--- src/rtl/sva_stim_gen_if.sv ---
// Checker-side signal bundle: generated clock/reset/stimulus out,
// checker results back.
interface sva_stim_gen_if;
    logic gclk;
    logic grst;
    logic a;
    logic b;
    logic succ;
    logic fail;
    logic lazy_succ;

    modport master (
        output gclk, grst, a, b,
        input  succ, fail, lazy_succ
    );

    modport slave (
        input  gclk, grst, a, b,
        output succ, fail, lazy_succ
    );
endinterface

--- src/rtl/sva_stim_gen.sv ---
// Stimulus generator and result scoreboard for sequence checkers.
// Derives gclk/grst/a/b from sys_clk and counts checker results.
module sva_stim_gen #(
    parameter int DIV          = 4,
    parameter int PAT_DEPTH    = 16,
    parameter int RST_CYCLES   = 2,
    parameter int DRAIN_CYCLES = 2,
    parameter int CNT_W        = 16
) (
    input  logic                         sys_clk,
    input  logic                         sys_rst_n,
    input  logic                         pat_wr_en,
    input  logic [$clog2(PAT_DEPTH)-1:0] pat_wr_addr,
    input  logic [1:0]                   pat_wr_data,
    input  logic [$clog2(PAT_DEPTH):0]   pat_len,
    input  logic                         start,
    sva_stim_gen_if.master               chk,
    output logic                         busy,
    output logic                         done,
    output logic [CNT_W-1:0]             succ_cnt,
    output logic [CNT_W-1:0]             fail_cnt,
    output logic [CNT_W-1:0]             lazy_cnt
);
    localparam int AW   = $clog2(PAT_DEPTH);
    localparam int LW   = AW + 1;
    localparam int PW   = $clog2(2 * DIV);
    localparam int PMAX = (RST_CYCLES > DRAIN_CYCLES) ?
                          RST_CYCLES : DRAIN_CYCLES;
    localparam int CW   = $clog2(PMAX + 1);

    localparam logic [PW-1:0] PH_LAST  = PW'(2 * DIV - 1);
    localparam logic [PW-1:0] PH_RISE  = PW'(DIV);
    localparam logic [CW-1:0] RST_LAST = CW'(RST_CYCLES - 1);
    localparam logic [CW-1:0] DRN_LAST = CW'(DRAIN_CYCLES - 1);
    localparam logic [LW-1:0] DEPTH    = LW'(PAT_DEPTH);

    typedef enum logic [1:0] {
        S_IDLE, S_RESET, S_RUN, S_DRAIN
    } state_t;

    state_t        state;
    state_t        state_nxt;
    logic [PW-1:0] ph;
    logic [PW-1:0] ph_nxt;
    logic [CW-1:0] pcnt;
    logic [LW-1:0] len;
    logic [LW-1:0] idx;
    logic [1:0]    mem [PAT_DEPTH];
    logic [1:0]    ab;
    logic          gclk_r;
    logic          grst_r;
    logic          pend;
    logic          skip;
    logic          bnd;
    logic          accept;
    logic          rise;

    assign bnd    = (ph == PH_LAST);
    assign rise   = (ph == PH_RISE);
    assign ph_nxt = bnd ? '0 : ph + PW'(1);

    assign chk.gclk = gclk_r;
    assign chk.grst = grst_r;
    assign chk.a    = ab[0];
    assign chk.b    = ab[1];

    always_comb begin
        state_nxt = state;
        accept    = 1'b0;
        if (bnd) begin
            unique case (state)
                S_IDLE: begin
                    if (start || pend) begin
                        state_nxt = S_RESET;
                        accept    = 1'b1;
                    end
                end
                S_RESET: begin
                    if (pcnt == RST_LAST)
                        state_nxt = (len == '0) ? S_DRAIN : S_RUN;
                end
                S_RUN: begin
                    if (idx == len)
                        state_nxt = S_DRAIN;
                end
                S_DRAIN: begin
                    if (pcnt == DRN_LAST)
                        state_nxt = S_IDLE;
                end
                default: state_nxt = S_IDLE;
            endcase
        end
    end

    always_ff @(posedge sys_clk or negedge sys_rst_n) begin
        if (!sys_rst_n)
            state <= S_IDLE;
        else
            state <= state_nxt;
    end

    // Pattern RAM keeps its contents across sys_rst_n.
    always_ff @(posedge sys_clk) begin
        if (pat_wr_en && state == S_IDLE)
            mem[pat_wr_addr] <= pat_wr_data;
    end

    always_ff @(posedge sys_clk or negedge sys_rst_n) begin
        if (!sys_rst_n) begin
            ph     <= '0;
            pcnt   <= '0;
            len    <= '0;
            idx    <= '0;
            ab     <= '0;
            gclk_r <= 1'b0;
            grst_r <= 1'b1;
            pend   <= 1'b0;
            skip   <= 1'b0;
            busy   <= 1'b0;
            done   <= 1'b0;
        end else begin
            ph     <= ph_nxt;
            gclk_r <= (ph_nxt >= PH_RISE);
            grst_r <= (state_nxt == S_IDLE) ||
                      (state_nxt == S_RESET);
            busy   <= (state_nxt != S_IDLE);
            done   <= (state == S_DRAIN) &&
                      (state_nxt == S_IDLE);
            if (accept)
                pend <= 1'b0;
            else if (state == S_IDLE && start)
                pend <= 1'b1;
            if (accept)
                len <= (pat_len > DEPTH) ? DEPTH : pat_len;
            if (state == S_RESET && state_nxt == S_RUN)
                skip <= 1'b1;
            else if (rise && state == S_RUN)
                skip <= 1'b0;
            if (bnd) begin
                pcnt <= (state_nxt != state) ? '0 : pcnt + CW'(1);
                if (state_nxt == S_RUN) begin
                    ab  <= mem[idx[AW-1:0]];
                    idx <= idx + LW'(1);
                end else begin
                    ab  <= '0;
                    idx <= '0;
                end
            end
        end
    end

    // First RUN rising edge carries no checker evaluation yet.
    always_ff @(posedge sys_clk or negedge sys_rst_n) begin
        if (!sys_rst_n) begin
            succ_cnt <= '0;
            fail_cnt <= '0;
            lazy_cnt <= '0;
        end else if (accept) begin
            succ_cnt <= '0;
            fail_cnt <= '0;
            lazy_cnt <= '0;
        end else if (rise && !skip &&
                     (state == S_RUN || state == S_DRAIN)) begin
            if (chk.succ && ~&succ_cnt)
                succ_cnt <= succ_cnt + CNT_W'(1);
            if (chk.fail && ~&fail_cnt)
                fail_cnt <= fail_cnt + CNT_W'(1);
            if (chk.lazy_succ && ~&lazy_cnt)
                lazy_cnt <= lazy_cnt + CNT_W'(1);
        end
    end
endmodule

--- src/flat_wrapper.sv ---
// flat-port wrapper written by rule: the top's interface ports become plain ports
module sva_stim_gen_flat 
#(
    parameter int DIV          = 4,
    parameter int PAT_DEPTH    = 16,
    parameter int RST_CYCLES   = 2,
    parameter int DRAIN_CYCLES = 2,
    parameter int CNT_W        = 16
)
  (sys_clk, sys_rst_n, pat_wr_en, pat_wr_addr, pat_wr_data, pat_len, start, busy, done, succ_cnt, fail_cnt, lazy_cnt, chk_gclk, chk_grst, chk_a, chk_b, chk_succ, chk_fail, chk_lazy_succ);
  sva_stim_gen_if chk_i ();
  input  logic sys_clk;
  input  logic sys_rst_n;
  input  logic pat_wr_en;
  input  logic [$clog2(PAT_DEPTH)-1:0] pat_wr_addr;
  input  logic [1:0] pat_wr_data;
  input  logic [$clog2(PAT_DEPTH):0] pat_len;
  input  logic start;
  output logic busy;
  output logic done;
  output logic [CNT_W-1:0] succ_cnt;
  output logic [CNT_W-1:0] fail_cnt;
  output logic [CNT_W-1:0] lazy_cnt;
  output wire logic [$bits(chk_i.gclk)-1:0] chk_gclk;
  output wire logic [$bits(chk_i.grst)-1:0] chk_grst;
  output wire logic [$bits(chk_i.a)-1:0] chk_a;
  output wire logic [$bits(chk_i.b)-1:0] chk_b;
  input wire logic [$bits(chk_i.succ)-1:0] chk_succ;
  input wire logic [$bits(chk_i.fail)-1:0] chk_fail;
  input wire logic [$bits(chk_i.lazy_succ)-1:0] chk_lazy_succ;
  assign chk_gclk = chk_i.gclk;
  assign chk_grst = chk_i.grst;
  assign chk_a = chk_i.a;
  assign chk_b = chk_i.b;
  assign chk_i.succ = chk_succ;
  assign chk_i.fail = chk_fail;
  assign chk_i.lazy_succ = chk_lazy_succ;
  sva_stim_gen #(.DIV(DIV), .PAT_DEPTH(PAT_DEPTH), .RST_CYCLES(RST_CYCLES), .DRAIN_CYCLES(DRAIN_CYCLES), .CNT_W(CNT_W)) u_core (.sys_clk(sys_clk), .sys_rst_n(sys_rst_n), .pat_wr_en(pat_wr_en), .pat_wr_addr(pat_wr_addr), .pat_wr_data(pat_wr_data), .pat_len(pat_len), .start(start), .chk(chk_i), .busy(busy), .done(done), .succ_cnt(succ_cnt), .fail_cnt(fail_cnt), .lazy_cnt(lazy_cnt));
endmodule
--- config.mk ---
export PLATFORM = sky130hd
export DESIGN_NAME = sva_stim_gen_flat
export DESIGN_NICKNAME = d
export VERILOG_FILES = /design/src/rtl/sva_stim_gen_if.sv /design/src/rtl/sva_stim_gen.sv /design/src/flat_wrapper.sv
export SDC_FILE = /design/constraint.sdc
export NUM_CORES = 1
export LEC_CHECK = 0
export BUFFER_PORTS_ARGS = -buffer_cell sky130_fd_sc_hd__clkbuf_2
export CORE_AREA = 5 5 98 100
export CTS_BUF_LIST = sky130_fd_sc_hd__clkbuf_8
export DETAILED_ROUTE_END_ITERATION = 7
export DIE_AREA = 0 0 103 105
export PLACE_DENSITY_LB_ADDON = 0.1
export SETUP_SLACK_MARGIN = 0.15
export SLEW_MARGIN = 0
export SYNTH_ARGS = -nofsm -noshare
export SYNTH_HDL_FRONTEND = slang
export SYNTH_SLANG_ARGS = --single-unit
--- constraint.sdc ---
create_clock -name sys_clk -period 3.25 [get_ports sys_clk]
set_clock_uncertainty 0.1 [all_clocks]
set_input_delay 0.975 -clock sys_clk [delete_from_list [all_inputs] [get_ports sys_clk]]
set_output_delay 0.975 -clock sys_clk [all_outputs]
set_load 0.01 [all_outputs]
==> results of run 1 <==
logic make-up (layout without fill, tap and decap cells):
kind of cell / after synthesis / count (layout) / synth area share
DFF: 104 / 104 / 0.541
xor gates and xnor gates: 36 / 36 / 0.0617
muxes: 21 / 21 / 0.0588
buffers and inverters: 25 / 103 / 0.0203
adders and majority gates: 8 / 8 / 0.0196
and+or+nand+nor: 212 / 212 / 0.212
AOI/OAI and AO/OA: 60 / 60 / 0.0872
cells in the final DEF (no fill, tap or decap), types with 4 or more instances in the layout:
master and n:
nand2_1 53, ha_1 8, o2bb2ai_1 7, mux2i_1 12, xnor2_1 33, edfxtp_1 32
nor4_1 9, clkbuf_2 70, nor2_1 62, nand2b_1 6, inv_1 10, nand3b_1 4
and3_1 10, or3_1 4, o21ai_0 7, nand4_1 14, clkbuf_8 9, a211oi_1 5
buf_4 4, o211ai_1 5, mux4_2 7, a21oi_1 15, nor3_1 12, nand3_1 18
dfrtp_1 71
registers in the layout, summed over array words and instances, names as in the netlist:
signal and count:
u_core.mem 32, u_core.fail_cnt 16, u_core.lazy_cnt 16, u_core.succ_cnt 16
u_core.idx 5, u_core.len 5, u_core.ab 2, u_core.pcnt 2
u_core.ph 2, u_core.state 2, u_core.busy 1, u_core.chk.gclk 1
u_core.chk.grst 1, u_core.done 1, u_core.pend 1, u_core.skip 1
how the worst min path moves through the flow:
stage                     slack, ps  depth (start not counted)                      to
final                           370                          1  u_core.ph[0]$_DFF_PN0_
after floorplan                 320                          1  u_core.ph[0]$_DFF_PN0_
after global routing            410                          1  u_core.ph[0]$_DFF_PN0_
after detailed placement        350                          1  u_core.ph[0]$_DFF_PN0_
after CTS                       370                          1  u_core.ph[0]$_DFF_PN0_
after global placement          330                          1  u_core.ph[0]$_DFF_PN0_
layout make-up:
| cell class | instances | share of cell area |
|---|---|---|
| flip-flops and latches | 104 | 0.476 |
| multi-input cells | 337 | 0.386 |
| repair buffers | 76 | 0.0698 |
| well taps | 108 | 0.0233 |
| clock buffers | 9 | 0.0213 |
| clock inverters | 7 | 0.0166 |
| inverters | 11 | 0.00711 |
cells in the mapped netlist (3+ instances only):
library cell / number / area (um^2)
mux2i_1: 12 / 120
mux4_2: 7 / 158
nor2_1: 62 / 233
o211ai_1: 5 / 37.5
nand2_1: 53 / 199
nand3_1: 18 / 90.1
a21oi_1: 15 / 75.1
and3_1: 10 / 62.6
xor2_1: 3 / 26.3
nor4_1: 9 / 56.3
and4_1: 3 / 26.3
nand4_1: 14 / 87.6
buf_1: 3 / 11.3
or3_1: 4 / 25.0
dfrtp_1: 71 / 1780
a31o_2: 3 / 26.3
inv_1: 10 / 37.5
nand3b_1: 4 / 30.0
ha_1: 8 / 100
xnor2_1: 33 / 289
nand2b_1: 6 / 37.5
a211oi_1: 5 / 37.5
o21ai_0: 7 / 35.0
a31oi_1: 3 / 18.8
clkbuf_1: 5 / 18.8
nor3_1: 12 / 60.1
edfxtp_1: 32 / 961
o2bb2ai_1: 7 / 61.3
buf_2: 5 / 25.0
worst max-delay path: cells and delay by family (launching register included):
kind / cells / cell delay [ps]
AOI/OAI and AO/OA: 3 / 830
adders and majority gates: 2 / 630
DFF: 1 / 400
buffers and inverters: 1 / 380
power by group:
| group | total (uW) | internal, uW | switching, uW |
|---|---|---|---|
| logic | 53.0 | 16.6 | 36.4 |
| registers | 1360 | 1350 | 3.72 |
| clock network | 849 | 325 | 524 |
| total | 2260 | 1690 | 564 |
routing by layer:
| metal | wire, um | part of all wire | vias up | GRT usage |
|---|---|---|---|---|
| met1 | 4670 | 0.45 | 1861 | 0.279 |
| met5 | 0 | 0 | - | 0 |
| met4 | 76 | 0.0073 | 0 | 0.0370 |
| met3 | 586 | 0.056 | 6 | 0.0513 |
| li1 | - | - | 1838 | - |
| met2 | 5090 | 0.49 | 85 | 0.321 |
stage by stage:
step           setup WS (ps)  power (uW)  utilization
3_3_place_gp             875        1440        0.650
3_5_place_dp             807        1440        0.650
6_report                 792        2260        0.676
5_1_grt                  530        2350        0.676
2_1_floorplan           1140        1390            -
4_1_cts                  799        2290        0.676
==> metrics.md, run 1 <==
| Metric | Value |
|---|---|
| Synth Instances | 466 |
| Fmax | 0.407 GHz |
| TritonCTS clock tree | built |
| Cell depth of the worst flop-to-flop path | 6 |
| Final WL | roughly 10,000 um |
| Synthesized area | 0.00511 mm^2 |
| Reg area | 0.00276 mm^2 |
| Max cap viols | 0 |
| Leakage | 0.00251 uW |
| DP Cell Count | 636 |
| Initial core utilization | 0.595 |
| Most Frequent Cell on Critical Path | ha_1 |
| Setup CP Type | reg2reg |
| Critical Path End | u_core.idx[2]$_DFFE_PN0P_ |
| Die W | 103 um |
| Clk root buf | clkbuf_8 |
| Crit path from | u_core.ph[0]$_DFF_PN0_ |
| Core area | about 0.0086 mm^2 |
| Setup Viol. Count Final | 0 |
| Req. time, crit path | 3420 ps |
| Largest net degree at the start of global routing | 30 |
| Io pins | 72 |
| DP Area | approximately 0.0056 mm^2 |
| CTS Buffer Depth | 2 |
| GRT Total Usage | 0.200 |
| Number of DRC markers in iteration 0 | 208 |
| WHS | 373 ps |
| Period minus WS final | 2460 ps |
| Post-synth EDFFs | 32 |
| Period utilisation layout | 0.756 |
| Worst Path Max Fanout | 16 |
| Post-CTS setup repair buffer count | 0 |
| H-tree depth | 3 |
| Vias in the first global route | 3,653 |
| Grt ovf | 0 |
| Nets@finish | 565 |
| Via-to-Cell Ratio | 5.81 |
| Number of fill cells | 692 |
| HPWL after DPL | 7650 um |
| Total die area | 0.0108 mm^2 |
| Rows | 34 |
| ANT cells | 0 |
| Syn Nets | 492 |
| Setup crit start kind | flop |
| Sequence of cells on the critical path | ha_1 -> ha_1 -> clkinv_1 -> o31ai_1 -> o21ai_0 -> o2bb2ai_1 |
| Pwr Density | just under 400 mW/mm^2 |
| Worst Hold Class | reg2reg |
| Via count of the routed design | roughly 3,800 |
| Post-cts resize count | 0 |
| Clock latency on the worst-skew pair | 380 ps |
| Share of cells above drive strength 1 | 0.221 |
| Area growth syn-to-layout | 13.7% |
| Crit path DAT | 2620 ps |
| Warnings, synthesis | 0 |
| Post-synth ARST share | 0.692 |
| Residual DRC count | 0 |
| ANT nets after route | 0 |
| Initial antenna violation count | 0 |
| CTS buffer count | 9 |
| Worst-margin pin slew | 669 ps |
| Reg2reg end | u_core.idx[2]$_DFFE_PN0P_ |
| Status | finished, final reports clean |
| Sum of negative setup slack | 0 ps |
| First-pass GRT wire length | between 15,000 and 20,000 um |
| Slew headroom | 0.554 |
| Clock transition at path regs | ~130 ps |
| Final Hold Viols | 0 |
| Syn avg cell area | ~11 um^2 |
| CP max-delay cell | o31ai_1 |
| Area occupied by multi-input gates | 0.00224 mm^2 |
| Cell variety after synth | 57 |
| Worst path max stage delay | 530 ps |
| Die height | between 100 and 150 um |
| Routability congestion estimate | 0.814 |
| Fin cells | 652 |
| Min-Delay Startpoint | u_core.ph[0]$_DFF_PN0_ |
| Per-cell routed wire length | 16.0 um |
| Dominant synthesized flop cell | dfrtp_1 |
| R2R setup slack | 790 ps |
| Drt first pass iters | 6 |
| CTS Sinks | 104 |
| Hold buffers post-CTS | 0 |
| R2R Path Start | u_core.ph[0]$_DFF_PN0_ |
| Peak supply drop | 0.313 mV |
| Post-synthesis register bit count | about 100 |
| Fin area | 0.00581 mm^2 |
| Unrepaired setup endpoints after global routing | no |
| Register area share after synthesis | 0.541 |
| Max-slew violation count | 0 |
| Crit. End Element | flop |
| Buffers on Ports | 71 |
No activity file was read; power rests on OpenSTA's default activity.
==> run 2, diff against run 1 <==
--- a/config.mk
+++ b/config.mk
@@ -6,10 +6,10 @@
 export NUM_CORES = 1
 export LEC_CHECK = 0
 export BUFFER_PORTS_ARGS = -buffer_cell sky130_fd_sc_hd__clkbuf_2
-export CORE_AREA = 5 5 98 100
+export CORE_AREA = 5 5 104 106
 export CTS_BUF_LIST = sky130_fd_sc_hd__clkbuf_8
 export DETAILED_ROUTE_END_ITERATION = 7
-export DIE_AREA = 0 0 103 105
+export DIE_AREA = 0 0 109 111
 export PLACE_DENSITY_LB_ADDON = 0.1
 export SETUP_SLACK_MARGIN = 0.15
 export SLEW_MARGIN = 0
==> constraint.sdc (replaced) <==
create_clock -name sys_clk -period 2 [get_ports sys_clk]
set_clock_uncertainty 0.1 [all_clocks]
set_input_delay 0.6 -clock sys_clk [delete_from_list [all_inputs] [get_ports sys_clk]]
set_output_delay 0.6 -clock sys_clk [all_outputs]
set_load 0.01 [all_outputs]
==> run 2 against run 1 <==
  * Critical path depth up 3
  * Sequential cell count unchanged
  * Global-route usage down 0.46 points
==> metrics.md, run 2 (synthesis results as in run 1) <==
| Metric | Value |
|---|---|
| Peak supply drop | 0.411 mV |
| Vias in the first global route | 4,049 |
| Grt ovf | 0 |
| Largest Register | u_core.mem |
| Final Hold Viols | 0 |
| Cell depth of the worst flop-to-flop path | 9 |
| Drt first pass iters | 4 |
| Via count of the routed design | ~4,000 |
| GR peak layer | met2 |
| Leakage | 0.00273 uW |
| Clk root buf | clkbuf_8 |
| Slew headroom | 0.733 |
| CTS buffer count | 9 |
| TritonCTS clock tree | built |
| Crit path DAT | 2110 ps |
| Switching share of power | 0.227 |
| Area growth syn-to-layout | 28.1% |
| Initial antenna violation count | 0 |
| Cell-internal power | 2820 uW |
| R2R setup slack | 60 ps |
| Req. time, crit path | about 2200 ps |
| Hold buffers post-CTS | 0 |
| Worst-margin pin slew | 395 ps |
| Initial core utilization | 0.528 |
| Number of DRC markers in iteration 0 | just under 200 |
| Core area | 0.00968 mm^2 |
| Buffers on Ports | 71 |
| HPWL after DPL | about 7900 um |
| Final WL | between 10,000 and 15,000 um |
| Clock transition at path regs | 100 ps |
| CTS Buffer Depth | 2 |
| Residual DRC count | 0 |
| ANT nets after route | 0 |
| Pwr Density | around 560 mW/mm^2 |
| Clock latency on the worst-skew pair | 370 ps |
| Max-slew violation count | 0 |
| Seq pwr share | 0.605 |
| CTS Sinks | 104 |
| Met2 global-route usage | 0.312 |
| Fin cells | 711 |
| Period minus WS final | 1940 ps |
| Share of cells above drive strength 1 | 0.363 |
| H-tree depth | 3 |
| Max reg flops | 32 |
| Grt met1 use | 0.268 |
| Worst Path Max Fanout | 8 |
| First-pass GRT wire length | 19,100 um |
| Per-cell routed wire length | 16.5 um |
| Period utilisation layout | 0.972 |
| Met3 usage | 0.0408 |
| R2R Path Start | u_core.ph[0]$_DFF_PN0_ |
| Commonest non-fill, non-tap cell in the layout | clkbuf_2 |
| Setup Viol. Count Final | 0 |
| Fmax | roughly 0.5 GHz |
| Die height | 111 um |
| Most frequent cells in the layout | 70 x clkbuf_2, 69 x dfrtp_1, 60 x nor2_1, 47 x nand2_1, 33 x buf_4 |
| Status | finished, final reports clean |
| Via-to-Cell Ratio | 5.65 |
| Clk pwr share | 0.370 |
| Largest net degree at the start of global routing | 73 |
| Unrepaired setup endpoints after global routing | yes |
| Crit. End Element | flop |
| Setup crit start kind | flop |
| DP Cell Count | 681 |
| Setup CP Type | reg2reg |
| Worst Hold Class | in2async |
| Fin util | 0.676 |
| Rows | 36 |
| Total die area | 0.0121 mm^2 |
| Number of fill cells | approximately 730 |
| Switching pwr | 826 uW |
| ANT cells | 0 |
| Max cap viols | 0 |
| Io pins | just over 70 |
| GRT Total Usage | 0.196 |
| Nets@finish | 599 |
| Routability congestion estimate | 0.875 |
| Reg2reg end | u_core.fail_cnt[13]$_DFFE_PN0P_ |
| Die W | 109 um |
| Combinational power share | 0.025 |
## run 2: critical path, stage by stage, from the launching register on
cell	delay (ps)
dfrtp_1	410
inv_1	70
ha_2	170
and4b_1	190
buf_6	140
buf_4	130
nand3_4	130
nor4_4	310
xnor2_1	140
nor2_1	50
## run 2: timing repair
item                                    in CTS  in global routing
resized for setup                           19                 65
endpoints found under the hold margin        0                  0
endpoints found under the setup margin      42                 62
buffers inserted                             2                 11
pin swaps                                    7                 26
gates cloned                                 0                  1
## run 2: routing by layer
metal | up-vias | wire [um]
met5 | - | 0
met4 | 0 | 184
met3 | 22 | 479
met2 | 99 | 5910
met1 | 1978 | 5140
li1 | 1915 | -
## run 2: how the worst max path moves through the flow
stage,startpoint,endpoint,slack (ps),cells past startpoint
2_1_floorplan,u_core.ph[0]$_DFF_PN0_,u_core.idx[0]$_DFFE_PN0P_,150,7
4_1_cts,u_core.ph[0]$_DFF_PN0_,u_core.lazy_cnt[11]$_DFFE_PN0P_,80,9
3_5_place_dp,u_core.ph[0]$_DFF_PN0_,u_core.lazy_cnt[15]$_DFFE_PN0P_,-70,8
6_report,u_core.ph[0]$_DFF_PN0_,u_core.fail_cnt[13]$_DFFE_PN0P_,60,9
5_1_grt,u_core.ph[0]$_DFF_PN0_,u_core.fail_cnt[13]$_DFFE_PN0P_,-60,9
3_3_place_gp,u_core.ph[0]$_DFF_PN0_,u_core.lazy_cnt[15]$_DFFE_PN0P_,50,8
## run 2: through the flow
step | total power [uW] | TNS, ps | setup WS (ps) | instance area [um^2] | hold WS, ps
detailed placement | 2340 | -70.9 | -70.9 | 5800 | 360
global placement | 2330 | 0 | 53.2 | 5800 | 339
finish | 3640 | 0 | 56.9 | 6550 | 134
global route | 3780 | -177 | -60.7 | 6550 | 161
CTS | 3680 | 0 | 76.4 | 6110 | 147
floorplan | 2260 | 0 | 153 | 5110 | 204
## run 2: area by class of cell
class / count / area, um^2 / share of cell area
clock buffer: 9 / 124 / 0.0189
clock inverter: 7 / 77.6 / 0.0119
inverter: 11 / 42.5 / 0.00650
multi-input combinational: 337 / 2660 / 0.406
sequential: 104 / 2770 / 0.423
tap: 133 / 166 / 0.0254
timing repair buffer: 110 / 711 / 0.109
## run 2: power groups by stage
stage                     clock (uW)  combinational [uW]  sequential [uW]
after floorplan                    0                17.9             2250
after CTS                       1380                90.8             2200
after detailed placement           0                90.2             2250
after global placement             0                88.5             2250
final                           1350                92.4             2200
after global routing            1470                 107             2210
